--- config.mk ---
export PLATFORM = sky130hd
export DESIGN_NAME = mat_mem_arbiter_flat
export DESIGN_NICKNAME = d
export VERILOG_FILES = /design/src/rtl/mat_arb_pkg.sv /design/src/rtl/mat_mem_arbiter_if.sv /design/src/rtl/rr_pick.sv /design/src/rtl/mat_mem_arbiter.sv /design/src/flat_wrapper.sv
export SDC_FILE = /design/constraint.sdc
export NUM_CORES = 1
export LEC_CHECK = 0
export CAP_MARGIN = 20
export CORE_ASPECT_RATIO = 1.2
export CORE_MARGIN = 2
export CORE_UTILIZATION = 32
export DETAILED_ROUTE_END_ITERATION = 10
export PLACE_DENSITY = 0.87
export SYNTH_ARGS = -nofsm -noshare
export SYNTH_HDL_FRONTEND = slang
export SYNTH_SLANG_ARGS = --single-unit
export TNS_END_PERCENT = 20
--- constraint.sdc ---
create_clock -name clk -period 4 [get_ports clk]
set_clock_uncertainty 0.2 [all_clocks]
set_input_delay 0.6 -clock clk [delete_from_list [all_inputs] [get_ports clk]]
set_output_delay 0.6 -clock clk [all_outputs]
set_load 0.005 [all_outputs]
--- src/rtl/mat_arb_pkg.sv ---
// Shared definitions for the matrix-RAM arbiter: requester IDs, FSM encoding
// and default geometry.
package mat_arb_pkg;

    localparam int NREQ_DEF    = 4;
    localparam int AW_DEF      = 10;
    localparam int DW_DEF      = 8;
    localparam int TIMEOUT_DEF = 1024;

    localparam int REQ_INPUT = 0;
    localparam int REQ_GEN   = 1;
    localparam int REQ_DISP  = 2;
    localparam int REQ_OP    = 3;

    typedef enum logic [1:0] {
        ARB_IDLE    = 2'd0,
        ARB_GRANT   = 2'd1,
        ARB_RELEASE = 2'd2
    } arb_state_e;

endpackage

--- src/rtl/mat_mem_arbiter_if.sv ---
// Client-side bus of the matrix-RAM arbiter: flattened per-requester request
// lanes plus the shared grant/read-return signals.
interface mat_mem_arbiter_if
    import mat_arb_pkg::*;
#(
    parameter int NREQ = NREQ_DEF,
    parameter int AW   = AW_DEF,
    parameter int DW   = DW_DEF
) ();

    // Handshake: requester i issues one beat in every cycle where req[i] and
    // gnt[i] are both high; lock[i] keeps gnt[i] across cycles with req[i]
    // low. A read beat is answered by rvalid[i] with rdata the next cycle.
    logic [NREQ-1:0]    req;
    logic [NREQ-1:0]    lock;
    logic [NREQ-1:0]    we;
    logic [NREQ*AW-1:0] addr;
    logic [NREQ*DW-1:0] wdata;
    logic [NREQ-1:0]    gnt;
    logic [NREQ-1:0]    rvalid;
    logic [DW-1:0]      rdata;

    modport master (
        output req, lock, we, addr, wdata,
        input  gnt, rvalid, rdata
    );

    modport slave (
        input  req, lock, we, addr, wdata,
        output gnt, rvalid, rdata
    );

endinterface

--- src/rtl/rr_pick.sv ---
// Combinational round-robin picker: first active request after last_owner,
// wrapping modulo NREQ.
module rr_pick #(
    parameter int NREQ = 4,
    parameter int IW   = (NREQ > 1) ? $clog2(NREQ) : 1
) (
    input  logic [NREQ-1:0] req,
    input  logic [IW-1:0]   last_owner,
    output logic [IW-1:0]   winner,
    output logic            found
);

    logic [IW-1:0] cand;

    // Scan from farthest to nearest so the nearest active requester wins.
    always_comb begin
        winner = '0;
        found  = 1'b0;
        cand   = '0;
        for (int i = NREQ; i >= 1; i--) begin
            cand = IW'((int'(last_owner) + i) % NREQ);
            if (req[cand]) begin
                winner = cand;
                found  = 1'b1;
            end
        end
    end

endmodule

--- src/rtl/mat_mem_arbiter.sv ---
// Round-robin owner of the single-port matrix RAM with 1-cycle read return.
// Define ARB_TIMEOUT_EN to build the grant watchdog (arb_timeout pulse).
module mat_mem_arbiter
    import mat_arb_pkg::*;
#(
    parameter int NREQ    = NREQ_DEF,
    parameter int AW      = AW_DEF,
    parameter int DW      = DW_DEF,
    parameter int TIMEOUT = TIMEOUT_DEF
) (
    input  logic              clk,
    input  logic              rst_n,
    mat_mem_arbiter_if.slave  cli,
    output logic              mem_en,
    output logic              mem_we,
    output logic [AW-1:0]     mem_addr,
    output logic [DW-1:0]     mem_wdata,
    input  logic [DW-1:0]     mem_rdata,
    output logic              busy,
    output logic              arb_timeout,
    output arb_state_e        state_dbg
);

    localparam int IW = (NREQ > 1) ? $clog2(NREQ) : 1;

    arb_state_e    state_q, state_d;
    logic [IW-1:0] owner_q, last_owner_q, winner;
    logic          found;
    logic [NREQ-1:0] gnt_q, rvalid_q;
    logic          own_req, own_lock, own_we, timeout_hit;
    logic [AW-1:0] mux_addr;
    logic [DW-1:0] mux_wdata;

    rr_pick #(.NREQ(NREQ), .IW(IW)) u_pick (
        .req        (cli.req),
        .last_owner (last_owner_q),
        .winner     (winner),
        .found      (found)
    );

    always_comb begin
        own_req   = 1'b0;
        own_lock  = 1'b0;
        own_we    = 1'b0;
        mux_addr  = '0;
        mux_wdata = '0;
        for (int i = 0; i < NREQ; i++) begin
            if (IW'(i) == owner_q) begin
                own_req   = cli.req[i];
                own_lock  = cli.lock[i];
                own_we    = cli.we[i];
                mux_addr  = cli.addr[i*AW +: AW];
                mux_wdata = cli.wdata[i*DW +: DW];
            end
        end
    end

`ifdef ARB_TIMEOUT_EN
    localparam int CW = (TIMEOUT > 1) ? $clog2(TIMEOUT) : 1;
    logic [CW-1:0] hold_q;

    // Counts GRANT cycles; reads 0 in the first cycle of every grant.
    always_ff @(posedge clk or negedge rst_n) begin
        if (!rst_n) begin
            hold_q <= '0;
        end else if (state_q != ARB_GRANT) begin
            hold_q <= '0;
        end else begin
            hold_q <= hold_q + 1'b1;
        end
    end

    assign timeout_hit = (state_q == ARB_GRANT) && (hold_q == CW'(TIMEOUT - 1));
`else
    localparam int unused_timeout = TIMEOUT;
    assign timeout_hit = 1'b0;
`endif

    always_comb begin
        state_d = state_q;
        unique case (state_q)
            ARB_IDLE:    if (found) state_d = ARB_GRANT;
            ARB_GRANT:   if (timeout_hit || (!own_req && !own_lock)) state_d = ARB_RELEASE;
            ARB_RELEASE: state_d = ARB_IDLE;
            default:     state_d = ARB_IDLE;
        endcase
    end

    always_ff @(posedge clk or negedge rst_n) begin
        if (!rst_n) begin
            state_q      <= ARB_IDLE;
            owner_q      <= '0;
            last_owner_q <= IW'(NREQ - 1);
            gnt_q        <= '0;
            rvalid_q     <= '0;
        end else begin
            state_q  <= state_d;
            rvalid_q <= '0;
            if (mem_en && !mem_we) rvalid_q[owner_q] <= 1'b1;
            if ((state_q == ARB_IDLE) && found) begin
                owner_q      <= winner;
                last_owner_q <= winner;
                gnt_q        <= NREQ'(1) << winner;
            end else if (state_d != ARB_GRANT) begin
                gnt_q <= '0;
            end
        end
    end

    assign mem_en    = (state_q == ARB_GRANT) && own_req;
    assign mem_we    = mem_en && own_we;
    assign mem_addr  = (state_q == ARB_GRANT) ? mux_addr  : '0;
    assign mem_wdata = (state_q == ARB_GRANT) ? mux_wdata : '0;

    // The RAM output is already registered, so it is forwarded only in the
    // return cycle; outside it rdata stays 0.
    assign cli.gnt    = gnt_q;
    assign cli.rvalid = rvalid_q;
    assign cli.rdata  = (|rvalid_q) ? mem_rdata : '0;

    assign busy        = (state_q != ARB_IDLE);
    assign arb_timeout = timeout_hit;
    assign state_dbg   = state_q;

endmodule
--- src/flat_wrapper.sv ---
// flat-port wrapper written by rule: the top's interface ports become plain ports
module mat_mem_arbiter_flat import mat_arb_pkg::*;
#(
    parameter int NREQ    = NREQ_DEF,
    parameter int AW      = AW_DEF,
    parameter int DW      = DW_DEF,
    parameter int TIMEOUT = TIMEOUT_DEF
)
  (clk, rst_n, mem_en, mem_we, mem_addr, mem_wdata, mem_rdata, busy, arb_timeout, state_dbg, cli_req, cli_lock, cli_we, cli_addr, cli_wdata, cli_gnt, cli_rvalid, cli_rdata);
  mat_mem_arbiter_if #(.NREQ(NREQ), .AW(AW), .DW(DW)) cli_i ();
  input  logic clk;
  input  logic rst_n;
  output logic mem_en;
  output logic mem_we;
  output logic [AW-1:0] mem_addr;
  output logic [DW-1:0] mem_wdata;
  input  logic [DW-1:0] mem_rdata;
  output logic busy;
  output logic arb_timeout;
  output arb_state_e state_dbg;
  input wire logic [$bits(cli_i.req)-1:0] cli_req;
  input wire logic [$bits(cli_i.lock)-1:0] cli_lock;
  input wire logic [$bits(cli_i.we)-1:0] cli_we;
  input wire logic [$bits(cli_i.addr)-1:0] cli_addr;
  input wire logic [$bits(cli_i.wdata)-1:0] cli_wdata;
  output wire logic [$bits(cli_i.gnt)-1:0] cli_gnt;
  output wire logic [$bits(cli_i.rvalid)-1:0] cli_rvalid;
  output wire logic [$bits(cli_i.rdata)-1:0] cli_rdata;
  assign cli_i.req = cli_req;
  assign cli_i.lock = cli_lock;
  assign cli_i.we = cli_we;
  assign cli_i.addr = cli_addr;
  assign cli_i.wdata = cli_wdata;
  assign cli_gnt = cli_i.gnt;
  assign cli_rvalid = cli_i.rvalid;
  assign cli_rdata = cli_i.rdata;
  mat_mem_arbiter #(.NREQ(NREQ), .AW(AW), .DW(DW), .TIMEOUT(TIMEOUT)) u_core (.clk(clk), .rst_n(rst_n), .cli(cli_i), .mem_en(mem_en), .mem_we(mem_we), .mem_addr(mem_addr), .mem_wdata(mem_wdata), .mem_rdata(mem_rdata), .busy(busy), .arb_timeout(arb_timeout), .state_dbg(state_dbg));
endmodule
# Yosys cells after proc, flatten, opt, wreduce, memory -nomap -nowiden
# Index checks and enable logic that the tools add are counted.
[totals]
latch_bits = 0
memories = 0
mem_bits_ro = 0
ff_bits = 14
input_bits = 94
ram_bits = 0
[op_classes]
mux = 47
shift = 1
div_mod_pow = 0
n_bitwise = 0
order_cmp = 6
add_sub_neg = 4
reduce_logical = 14
eq_ne = 5
multipliers = 0
[ops]
columns = ["cell", "n"]
rows = [
  ["$mux W10", 5],
  ["$mux W8", 6],
  ["$mux W1", 21],
  ["$lt A2 B3 Y1 const B", 5],
  ["$mux W2", 6],
  ["$mux W4", 3],
  ["$bmux W1 S2", 4],
  ["$logic_and A1 B1 Y1", 6],
  ["$add A2 B1 Y2 const B", 2],
  ["$add A2 B2 Y2 const B", 2],
  ["$eq A2 B2 Y1 const A", 2],
  ["$logic_not A2 Y1", 2],
  ["$pmux W2 S2", 1],
  ["$reduce_bool A2 Y1", 2],
  ["$reduce_or A4 Y1", 1],
  ["$shl A1 B2 Y4 const A", 1],
  ["$logic_not A1 Y1", 3],
  ["$demux W1 S2", 1],
  ["$eq A1 B2 Y1 const A", 1],
  ["$eq A2 B1 Y1 const B", 1],
  ["$ge A2 B1 Y1 const B", 1],
  ["$ne A2 B1 Y1 const B", 1],
]

# Logic depth before layout (Yosys ltp)
[logic_depth]
depth_word = 12
depth_mapped = 5
mapped_depth_nobuf = 4

# Modules after synthesis
# From an unflattened synthesis, not the netlist that was laid out.
[unflattened]
cells_unflattened = 113
area_unflattened_um2 = 1320.0
[by_module_without_submodules]
columns = ["module", "area_each_um2", "n_inst", "cells_per_inst", "seq_area_each_um2"]
rows = [
  ["mat_mem_arbiter", 1228.7, 1, 99, 352.8],
  ["rr_pick", 91.3, 1, 14, 0.0],
]

# Least setup slack after synthesis
# Ideal clock, no wire load.
[synth_path]
path_type = "reg2out"
startpoint = "reg u_core.owner_q[0]"
endpoint = "out mem_addr[0]"
stages_incl_launch_ff = 5
required_ns = 3.200
slack_ns = 1.794
arrival_time_ns = 1.406
path_buffers = 2
path_cell_list = "dfrtp_1 > buf_6 > buf_2 > mux4_2 > nor2b_1"
[synth_via]
elab_chain_len = 6
word_cells_on_any_way = 9
cone_classes = "eq/ne (3); mux (5); reduce/logical (1)"
[synth_lines]
columns = ["element", "line_no", "rtl"]
rows = [
  ["start: declaration", "mat_mem_arbiter.sv:27", "logic [IW-1:0] owner_q, last_owner_q, winner;"],
  ["start signal: assignment", "mat_mem_arbiter.sv:101", "owner_q <= winner;"],
  ["$logic_not A2 Y1", "mat_mem_arbiter.sv:48", "if (IW'(i) == owner_q) begin"],
  ["$mux W10 (3 in a row)", "mat_mem_arbiter.sv:48", ""],
  ["$mux W10 *", "mat_mem_arbiter.sv:48", ""],
  ["$mux W10 *", "mat_mem_arbiter.sv:112", "assign mem_addr = (state_q == ARB_GRANT) ? mux_addr : '0;"],
  ["end: declaration", "flat_wrapper.sv:15", "output logic [AW-1:0] mem_addr;"],
]
# Mark *: on every way between the ends. The rest lies on a longest branch, timed or not.

# Worst setup path after layout
[layout_path]
startpoint = "in cli_req[1]"
endpoint = "out mem_we"
[layout_via]
elab_chain_len = 5
[layout_lines]
columns = ["element", "line_no", "rtl"]
rows = [
  ["start: declaration", "flat_wrapper.sv:21", "input wire logic [$bits(cli_i.req)-1:0] cli_req;"],
  ["$mux W1 (3 in a row)", "mat_mem_arbiter.sv:48", ""],
  ["$logic_and A1 B1 Y1", "mat_mem_arbiter.sv:110", "assign mem_en = (state_q == ARB_GRANT) && own_req;"],
  ["$logic_and A1 B1 Y1", "mat_mem_arbiter.sv:111", "assign mem_we = mem_en && own_we;"],
  ["end: declaration", "flat_wrapper.sv:14", "output logic mem_we;"],
]
# No other way between the ends.

==> reports/qor.txt <==
CTS Buf Count: 3
initial DRC count: 76
Syn Area/Cell: 11.7 sq um
routed length per instance: 17.8 um
Max Transition Viols Final: 0
Setup CP Type: in2out
maximum root-to-sink buffer count: 2
Hold WC Path Type: reg2reg
ranking of synthesized cells by area: mux4_2 (32%), dfrtp_1 (22%), nor2b_1 (14%), dfstp_2 (3.9%), mux4_1 (3.9%)
Post-Route WL: 5.32 mm
outcome: completed
synth unique cells: 34
Yosys top cell by area: mux4_2
CP startpoint: cli_req[1]
origin of the critical flop-to-flop path: u_core.owner_q[0]
Yosys reg bits: 14
Pleak: 1.05 nW
H-tree depth: 1
worst reg2reg path depth: 5
# Max-Cap Violations: 0
Syn-to-layout area delta: 105%
Skew-Pair Late Insertion Delay: 0.24 ns
Ant. Diodes: 0
CTS tree: yes
core area: 3970 sq um
Fin Setup TNS: 0 ns
I/O Buffers: 132
crit-path max FO: 6
# fillers: 308
# nets final: 339
FF/Latch Area: 353 sq um
dpl ws: 0.799 ns
Die Height: 75.0 um
DR DRC count: 0
Max transition margin: 0.593
top-area cell type share of the netlist area: 0.318
startpoint of the worst hold path: u_core.cli.gnt[1]
die area: 4740 sq um
# clock sinks: 14
Final WS setup: 0.805 ns
vias in the first global route: 1422
syn_nets: 209
Worst Path Required: 3.20 ns
Post-Syn Area: 1340 sq um
Worst-Margin Slew: 0.609 ns
hold depth: 1
drt pass-1 iters: 4
DR vias: 1478
global-route wire length before repair: 7.84 mm
# IOs: 134
Syn. warnings: 0
Clock Pin Slew Worst Setup and Hold Paths: 0.05 ns
global route total overflow: 0
Power Density: 549 nW/um^2
Seq/Total Area, Yosys: 0.263
routability cong.: 0.744
HPWL after detailed placement: 4.33 mm
footprint of the multi-input gates: 927 sq um
CTS root buf: clkbuf_8
share of layout cells above drive strength 1: 0.127
Post-CTS Setup Bufs: 0
Final ANT Viol Nets: 0
Total GRT Usage: 0.214
Worst Path Arrival: 2.39 ns
Die Width: 63.2 um
synthesized netlist cell count: 115
Final Critical Period: 3.19 ns
Hold-fix buffers, CTS: 0
Fmax: 313 MHz
VDD IR max: 0.000539 V
CP startpoint kind: input pin
Power Total: 0.00151 W
DR vias/cell: 4.96
CP Capture Type: primary output
antenna violations before repair: 0
pin count of the biggest net entering global routing: 26
period utilization: 0.799
unrepaired setup endpoints after global routing: no
setup violators final: 0
Fin. Hold Viols: 0
row count: 25
Starting Density: 0.338
post-cts resize count: 0
-- cell type report --
class / instances / area share
clock buffer: 4 / 0.0200
inverter: 3 / 0.00409
multi-input combinational: 88 / 0.337
sequential: 14 / 0.128
tap: 54 / 0.0245
timing repair buffer: 135 / 0.487
-- placed cells by master (no fill, tap or decap), types with 3 or more instances in the layout --
master / netlist / final
nor2_1: 5 / 5
dfrtp_1: 12 / 12
inv_1: 3 / 3
clkdlybuf4s50_1: 0 / 132
a21oi_1: 4 / 4
clkbuf_8: 0 / 4
nor2b_1: 29 / 29
mux4_2: 19 / 19
-- worst max-delay path, cell delays in order --
cell and delay, ns:
clkdlybuf4s50_1 0.56, mux4_2 0.28, or2b_1 0.30, nor2b_1 0.13
clkdlybuf4s50_1 0.51
-- cell usage after synthesis, drive strengths merged --
| cell type | number |
|---|---|
| a21o | 2 |
| a21oi | 4 |
| a2bb2oi | 1 |
| a32o | 2 |
| and3b | 1 |
| buf | 5 |
| clkbuf | 5 |
| conb | 1 |
| dfrtp | 12 |
| dfstp | 2 |
| inv | 3 |
| mux2i | 1 |
| mux4 | 21 |
| nand2 | 2 |
| nand2b | 1 |
| nor2 | 5 |
| nor2b | 30 |
| nor4 | 2 |
| nor4b | 2 |
| nor4bb | 1 |
| o21a | 1 |
| o2bb2ai | 2 |
| o31a | 2 |
| o31ai | 2 |
| or2 | 3 |
| or2b | 2 |
-- sequential cells by signal, indices dropped and copies added, names as in the netlist --
| register | count |
|---|---|
| u_core.last_owner_q | 2 |
| u_core.owner_q | 2 |
| u_core.cli.rvalid | 4 |
| u_core.state_dbg | 2 |
| u_core.cli.gnt | 4 |
-- kinds of logic (layout without fill, tap and decap cells) --
family / after synthesis / after routing / synth area share
AOI/OAI and AO/OA: 16 / 16 / 0.0903
buffers and inverters: 13 / 142 / 0.0475
other: 1 / 1 / 0.00279
muxes: 22 / 22 / 0.365
DFF: 14 / 14 / 0.263
and+or+nand+nor: 49 / 49 / 0.232
-- per-layer routing --
| metal | GRT usage | routed length [um] |
|---|---|---|
| met3 | 0.0508 | 441 |
| met4 | 0.0222 | 26 |
| met1 | 0.265 | 2110 |
| met5 | 0 | 0 |
| met2 | 0.395 | 2740 |
-- through the flow --
| stage | hold WS, ns | std cells | cell area [sq um] | util |
|---|---|---|---|---|
| 4_1_cts | 0.295 | 297 | 2750 | 0.692 |
| 3_5_place_dp | 0.273 | 293 | 2700 | 0.678 |
| 3_3_place_gp | 0.278 | 293 | 2700 | 0.678 |
| 6_report | 0.289 | 298 | 2760 | 0.694 |
| 5_1_grt | 0.312 | 298 | 2760 | 0.694 |
| 2_1_floorplan | 0.104 | 115 | 1340 | - |
-- worst paths after layout --
kind | to | slack (ns)
max in group asynchronous | u_core.cli.rvalid[2] | 2.66
worst min-delay path | u_core.cli.gnt[1] | 0.29
worst min register to register | u_core.cli.gnt[1] | 0.29
min in group asynchronous | u_core.cli.gnt[2] | 0.55
worst max-delay path | mem_we | 0.81
worst max register to register | u_core.state_dbg[0] | 1.75
-- power breakdown --
part | internal (W) | leakage [nW] | switching, W
combinational | 0.000713 | 0.840 | 0.000432
clock | 0.0000869 | 0.0288 | 0.0000449
sequential | 0.000197 | 0.178 | 0.0000399
Power figures use the tool's default switching activity.
